===== src/rtl/subtractor.sv =====
// Registered ripple-borrow subtractor: {co, y} = a - b - ci, with a signed-overflow flag.
// One cycle of latency; out_valid qualifies each captured result.
module subtractor #(
  parameter int WIDTH = 1
) (
  input  logic             clk,
  input  logic             rst_n,
  input  logic [WIDTH-1:0] a,
  input  logic [WIDTH-1:0] b,
  input  logic             ci,
  input  logic             in_valid,
  output logic             co,
  output logic [WIDTH-1:0] y,
  output logic             out_valid,
  output logic             ovf
);

  logic [WIDTH-1:0] y_d, y_q;
  logic             co_d, co_q;
  logic             ovf_d, ovf_q;
  logic             vld_q;
  logic             borrow;

  // Borrow ripples LSB to MSB through identical full-subtractor cells.
  always_comb begin
    y_d    = '0;
    borrow = ci;
    for (int i = 0; i < WIDTH; i++) begin
      y_d[i] = a[i] ^ b[i] ^ borrow;
      borrow = (~a[i] & b[i]) | (~(a[i] ^ b[i]) & borrow);
    end
    co_d  = borrow;
    ovf_d = (a[WIDTH-1] != b[WIDTH-1]) && (y_d[WIDTH-1] != a[WIDTH-1]);
  end

  // Result registers load only on valid input, so operands on idle cycles never reach them.
  always_ff @(posedge clk or negedge rst_n) begin
    if (!rst_n) begin
      y_q   <= '0;
      co_q  <= 1'b0;
      ovf_q <= 1'b0;
      vld_q <= 1'b0;
    end else begin
      vld_q <= in_valid;
      if (in_valid) begin
        y_q   <= y_d;
        co_q  <= co_d;
        ovf_q <= ovf_d;
      end
    end
  end

  assign y         = y_q;
  assign co        = co_q;
  assign ovf       = ovf_q;
  assign out_valid = vld_q;

endmodule


===== config.mk =====
export PLATFORM = sky130hd
export DESIGN_NAME = subtractor
export DESIGN_NICKNAME = d
export VERILOG_FILES = /design/src/rtl/subtractor.sv
export SDC_FILE = /design/constraint.sdc
export NUM_CORES = 1
export LEC_CHECK = 0
export BUFFER_PORTS_ARGS = -buffer_cell sky130_fd_sc_hd__buf_2
export CAP_MARGIN = 20
export CORE_AREA = 4 4 41 43
export DETAILED_ROUTE_END_ITERATION = 10
export DIE_AREA = 0 0 45 47
export GPL_ROUTABILITY_DRIVEN = 0
export PLACE_DENSITY = 0.33
export SETUP_SLACK_MARGIN = 0.1
export SKIP_LAST_GASP = 1
export SYNTH_ARGS = -nofsm -noshare
export SYNTH_HDL_FRONTEND = slang
export SYNTH_SLANG_ARGS = --single-unit

===== constraint.sdc =====
create_clock -name clk -period 2.19 [get_ports clk]
set_input_delay 0 -clock clk [delete_from_list [all_inputs] [get_ports clk]]
set_output_delay 0 -clock clk [all_outputs]
set_load 0.05 [all_outputs]

=== Word level (Yosys, flattened, before mapping) ===
Cells that the tools add are included.
Widths: inputs -> output; s select.

* Register bits after elaboration: 4
* Input bits: 6
* Output and inout port bits: 4

* Eq/ne operators: 2
* Bitwise logic cells: 7
* Reduce and logical (&&, ||, !) cells: 1

{| class="wikitable"
|+ Operator list
! operator !! count
|-
| $and 1x1->1 || 2
|-
| $ne 1x1->1 || 2
|-
| $not 1->1 || 2
|-
| $xor 1x1->1 || 2
|-
| $logic_and 1x1->1 || 1
|-
| $or 1x1->1 || 1
|}

=== Longest topological paths before layout ===
Gate-level depths: netlist (run 1).

* Word-level depth: 4
* Gate-level depth with buffers: 4

=== Least setup slack after synthesis (run 1) ===
OpenSTA, ideal clock, no wires.

* Path type: register -> register
* From: register, netlist name co
* To: register co_q (netlist: co)
* Arrival time: 869 ps
* Path slack: 1,196 ps
* Cell stages (with the launch flop): 2
* Buffers on the path: 0
* Period minus slack after synthesis: 994 ps
* Path through: dfrtp_1 mux2_4

{| class="wikitable"
|+ RTL lines
! element !! RTL line !! text
|-
| to (signal assigned) || 47 || <nowiki>co_q <= co_d;</nowiki>
|-
| to (decl) || 19 || <nowiki>logic co_d, co_q;</nowiki>
|}

=== Worst setup path after layout (run 1) ===
* From: input a
* To: register ovf_q (netlist: ovf)

* Longest elaborated chain between the ends: 4

{| class="wikitable"
|+ RTL lines
! element !! RTL line !! text
|-
| from (decl) || 8 || <nowiki>input logic [WIDTH-1:0] a,</nowiki>
|-
| $xor 1x1->1 (2 in series) || 29 || <nowiki>y_d[i] = a[i] ^ b[i] ^ borrow;</nowiki>
|-
| $ne 1x1->1 || 33 || <nowiki>ovf_d = (a[WIDTH-1] != b[WIDTH-1]) && (y_d[WIDTH-1] != a[WIDTH-1]);</nowiki>
|-
| $logic_and 1x1->1 (*) || 33 ||
|-
| to (signal assigned) || 48 || <nowiki>ovf_q <= ovf_d;</nowiki>
|-
| to (decl) || 20 || <nowiki>logic ovf_d, ovf_q;</nowiki>
|}

Mark *: on every way between the ends. The rest lies on a longest branch, timed or not.
A chain may end at the register's enable or synchronous reset.

==> results of run 1 <==
==> worst max-delay path by stage <==
stage,endpoint,slack (ns),cells after the start
after floorplan,co,1.20,1
after global placement,ovf,1.08,5
after detailed placement,ovf,1.05,5
after CTS,ovf,1.31,5
after global routing,ovf,1.27,5
final,ovf,1.30,5
==> per-layer routing <==
| metal | wire length, um | vias up |
|---|---|---|
| met5 | 0 | - |
| li1 | - | 72 |
| met3 | 37 | 0 |
| met2 | 182 | 8 |
| met4 | 0 | 0 |
| met1 | 192 | 62 |
==> stage by stage <==
| step | instance area, sq um | total power [mW] | setup WS, ns | util [%] |
|---|---|---|---|---|
| 2_1_floorplan | 190 | 0.144 | 1.20 | - |
| 4_1_cts | 297 | 0.265 | 1.31 | 22.8 |
| 3_3_place_gp | 254 | 0.165 | 1.08 | 19.5 |
| 3_5_place_dp | 254 | 0.166 | 1.05 | 19.5 |
| 5_1_grt | 297 | 0.282 | 1.27 | 22.8 |
| 6_report | 297 | 0.259 | 1.30 | 22.8 |
==> critical path, stage by stage <==
cell     delay, ns
buf_2         0.09
inv_1         0.06
fa_1          0.58
xor2_1        0.16
o22ai_1       0.10
==> power groups by stage <==
stage	Clock, mW	Combinational [mW]	Sequential, mW
2_1_floorplan	0	0.0184	0.125
3_3_place_gp	0	0.0760	0.0894
3_5_place_dp	0	0.0768	0.0895
4_1_cts	0.0968	0.0794	0.0888
5_1_grt	0.106	0.0852	0.0904
6_report	0.0917	0.0782	0.0887
==> logic make-up (layout without fill, tap and decap cells) <==
family	count (synthesis)	count (layout)	synth area share, %
XOR/XNOR	1	1	4.61
AO/OA/AOI/OAI	1	1	3.29
multiplexers	2	2	13.2
AND/OR/NAND/NOR	1	1	3.29
flip-flops	4	4	52.6
buffers and inverters	3	17	5.92
adder cells (fa/ha/maj)	2	2	17.1
==> sequential cells by signal, summed over array words and instances, names as in the netlist <==
register / flops
y: 1
out_valid: 1
co: 1
ovf: 1
==> timing repair <==
action	in CTS	in global routing
buffers inserted	0	0
endpoints found under the hold margin	5	0
hold buffers	2	0
==> placed cells by master (no fill, tap or decap) <==
cell type and n:
buf_2 9, dfrtp_1 4, inv_1 3, clkbuf_4 3
dlygate4sd3_1 2, xor2_1 1, nand2b_1 1, o22ai_1 1
mux2i_1 1, mux2_4 1, fa_1 1, ha_1 1
==> cell type report <==
class	instances	area share, %
flip-flops and latches	4	33.8
inverters	3	3.80
multi-input cells	7	26.6
clock buffers	3	7.59
well taps	15	6.33
repair buffers	11	21.9
==> flow_summary.yaml, run 1 <==
critical_path:
  crit_path_end_kind: "flop"
  path_class: "in2reg"
  crit_path_start_kind: "primary input"
  crit_path_start: "a"
  crit_arrival_ns: 1.00
  required_ns: 2.30
  worstReg2RegStart: "co"
  reg2reg_depth: 1
  rr_endpoint: "co"
  critPathMaxFanout: 2
  r2r_slack_ns: 1.43
synth:
  synth_fp_nets: 22
  synth.distinct_cells: 9
  dominantRegCellSynth: "dfrtp_1"
  synthTopCellsByCount: "dfrtp_1, inv_1"
  async_flop_share_pct: 100
  yosysTopAreaCell: "dfrtp_1"
  synth_edf_count: 0
  syn_avg_cell_area_sq_um: 13.6
  synth_most_common_cell: "dfrtp_1"
  yosysWarnings: 0
  synthCells: 14
  synth_top_cell_area_share_pct: 52.6
  ys_ff_latch: 4
  synth_area_leaders: "dfrtp_1, fa_1, mux2_4, ha_1, inv_1"
  ys_seq_area_share_pct: 52.6
  synthesis.area_sq_um: 190
final_layout:
  fin_nets: 38
  drive_above_1_share_pct: 46.4
  seqCellArea_sq_um: 100
  final_cells: 43
  final.fill_count: 149
  antenna_cells: 0
  multiInputGateArea_sq_um: 78.8
  area_growth_pct: 55.9
global_route:
  grt-ovfl-total: 0
  grt_pass1_wl_um: 724
  met2_usage_pct: 5.93
  grt_pass1_vias: 169
  antenna_found_initial: 0
  grt_use_met1_pct: 6.22
  grt_max_degree: 6
  grt_use_met3_pct: 2.68
  grt_usage_pct: 5.79
  top_usage_layer: "met4"
route:
  drc_errors: 0
  wirelength_um: 412
  wire_per_inst_um: 9.58
  via_per_inst: 3.30
  vias: 142
  ant_nets: 0
  dr.pass1.iters: 1
  drt_iter0_drc: 0
clock_network:
  root_buffer: "clkbuf_4"
  htree_levels: 1
  cts_buffers: 3
  cts.path.max_buffers: 2
  cts.clk_slew.worst_paths_ns: 0.04
  clk_latency_ns: 0.23
  clock_sinks: 4
  cts_resized: 0
  tritoncts: "built"
placed_design:
  placed_cells: 38
  hpwl_um: 326
  io_buffer_count: 9
die:
  die_height_um: 47
  ios: 10
  start_util_pct: 14.6
  rows: 13
  die_area_sq_um: 2120
  dieWidth_um: 45
  core-area_sq_um: 1300
sta:
  max_slew.worst_pin.slew_ns: 0.249
  setup_viol: 0
  hold_violations: 0
  min_period_ns: 0.887
  tns_ns: 0
  slew_headroom_pct: 83.5
  whs_ns: 0.0980
  rsz0062_at_grt: "no"
  max_freq_mhz: 1130
  fin_crit_sh_pct: 40.5
  final-max-slew-violation-count: 0
  fin_skew_ns: 0
pwr:
  swShare_pct: 34.2
  cellPowerDensity_nw_per_um2: 872
  p_seq_share_pct: 34.3
  power.leakage_nw: 0.157
  pwr-share-clk_pct: 35.5
  p_int_mw: 0.170
  vdd_drop_max_v: 0.000162
  p_switching_mw: 0.0885
  p_comb_share_pct: 30.2
run_status:
  outcome: "finished clean"
hold_path:
  hold_class: "in2async"
run:
  drv_cap: 0
(Power assumes the default switching activity.)
==> run 2, diff against run 1 <==
- PLACE_DENSITY: 0.33 -> 0.34
- clock period: 2.19 -> 0.8 ns (I/O delays scaled with it)
==> run 2 against run 1 <==
  * Final area increased by 27%
  * Critical path depth decreased by 4
  * Power increased to 3.1 times the previous value
  * Worst setup slack got worse by 1.3 ns
  * Sequential power increased to 2.9 times the previous value
  * Largest cell class is now non-clock buffers
  * Via count increased by 7.0%
  * Clock-buffer cell count increased by 1
==> flow_summary.yaml, run 2 (synthesis gave the netlist of run 1 again) <==
run_status:
  outcome: "finished clean"
pwr:
  cellPowerDensity_nw_per_um2: 2140
  power.leakage_nw: 0.187
  finalPower_mw: 0.809
  vdd_drop_max_v: 0.000539
sta:
  timing.final.ws_setup_ns: 0.00235
  fin_crit_sh_pct: 99.7
  tns_ns: 0
  hold_violations: 0
  rsz0062_at_grt: "yes"
  setup_viol: 0
  fin_skew_ns: 0
  max_freq_mhz: 1250
  final-max-slew-violation-count: 0
  max_slew.worst_pin.slew_ns: 0.116
  min_period_ns: 0.798
  slew_headroom_pct: 92.0
clock_network:
  cts_setup_buffers: 0
  root_buffer: "clkbuf_4"
  cts_buffers: 3
  clk_latency_ns: 0.23
  htree_levels: 1
  tritoncts: "built"
  clock_sinks: 4
  cts.path.max_buffers: 2
  cts.clk_slew.worst_paths_ns: 0.04
global_route:
  grt_usage_pct: 5.39
  antenna_found_initial: 0
  grt_max_degree: 6
  grt-ovfl-total: 0
  grt_pass1_wl_um: 696
  grt_pass1_vias: 177
critical_path:
  crit_arrival_ns: 0.80
  cp_slowest_cell: "dfrtp_2"
  critPathTopFamily: "flip-flops"
  crit_path_start_kind: "flop"
  required_ns: 0.80
  reg2reg_depth: 1
  critPathMaxFanout: 2
  r2r_slack_ns: 0.01
  crit_chain: "buf_6"
  crit_path_end_kind: "output port"
  worstReg2RegStart: "co"
  cp.buffers_inverters: 1
  cp_slowest_stage_delay_ns: 0.41
  rr_endpoint: "co"
  path_class: "reg2out"
route:
  drt_iter0_drc: 0
  ant_nets: 0
  wirelength_um: 434
  dr.pass1.iters: 1
  drc_errors: 0
  wire_per_inst_um: 9.04
  vias: 152
  via_per_inst: 3.17
final_layout:
  fin_area_sq_um: 378
  layout_common_cells: "buf_6, buf_4, clkbuf_4, dfrtp_2"
  final_common_cell: "buf_6"
  area_growth_pct: 98.7
  antenna_cells: 0
  drive_above_1_share_pct: 63.6
  final.fill_count: 146
  fin_nets: 42
hold_path:
  hold_class: "in2reg"
  holdPathStages: 2
  whs_endpoint: "y"
  hold_start: "in_valid"
placed_design:
  io_buffer_count: 9
  place_area_sq_um: 288
  dpl_worst_slack_ns: -0.268
  hpwl_um: 345
die:
  rows: 13
  ios: 10
  die_height_um: 47
  start_util_pct: 14.6
  core-area_sq_um: 1300
  dieWidth_um: 45
  die_area_sq_um: 2120
run:
  drv_cap: 0
==> run 2: cell types whose count changed in the layout (fill, tap and decap cells not counted) <==
cell | before | now
inv_1 | 3 | 2
clkbuf_1 | 0 | 1
dfrtp_2 | 0 | 3
buf_4 | 0 | 4
buf_2 | 9 | 2
dfrtp_1 | 4 | 1
inv_2 | 0 | 1
buf_6 | 0 | 7
==> run 2: report_power, final <==
| group | switching, mW | internal, mW |
|---|---|---|
| registers | 0.0191 | 0.235 |
| clock network | 0.0889 | 0.188 |
| logic | 0.150 | 0.128 |
| total | 0.258 | 0.550 |
==> run 2: cell type report <==
type,count,area (sq um),area share (%)
clock buffer,4,26.3,6.95
multi-input combinational,7,78.8,20.9
tap,15,18.8,4.97
inverter,3,11.3,2.98
timing repair buffer,15,139,36.8
sequential,4,104,27.5
==> run 2: worst max-delay path by stage <==
stage	cells past startpoint	slack (ns)	to	startpoint
after floorplan	1	-0.11	co	co
after global placement	4	-0.23	ovf	ci
after detailed placement	4	-0.27	ovf	ci
after CTS	1	-0.01	co	co
after global routing	4	-0.03	ovf	ci
final	1	0.002	co	co
==> run 2: routing by layer <==
layer	vias to the layer above	track usage [%]	wire length, um
met2	10	8.19	182
met5	-	0	0
li1	81	-	-
met1	59	4.83	195
met3	2	2.30	44
met4	0	7.02	12
==> run 2: metrics by stage <==
stage | utilization, % | hold slack (ns) | instances
2_1_floorplan | - | -0.296 | 14
3_3_place_gp | 22.1 | -0.191 | 42
3_5_place_dp | 22.1 | -0.188 | 42
4_1_cts | 29.0 | 0.0366 | 48
5_1_grt | 29.0 | 0.0651 | 48
6_report | 29.0 | 0.0459 | 48
==> run 2: what timing repair did <==
| item | 4_1_cts | 5_1_grt |
|---|---|---|
| cloned | 0 | 0 |
| resized for setup | 12 | 0 |
| endpoints found under the hold margin | 5 | 0 |
| hold buffers | 2 | 0 |
| setup endpoints to repair | 7 | 7 |
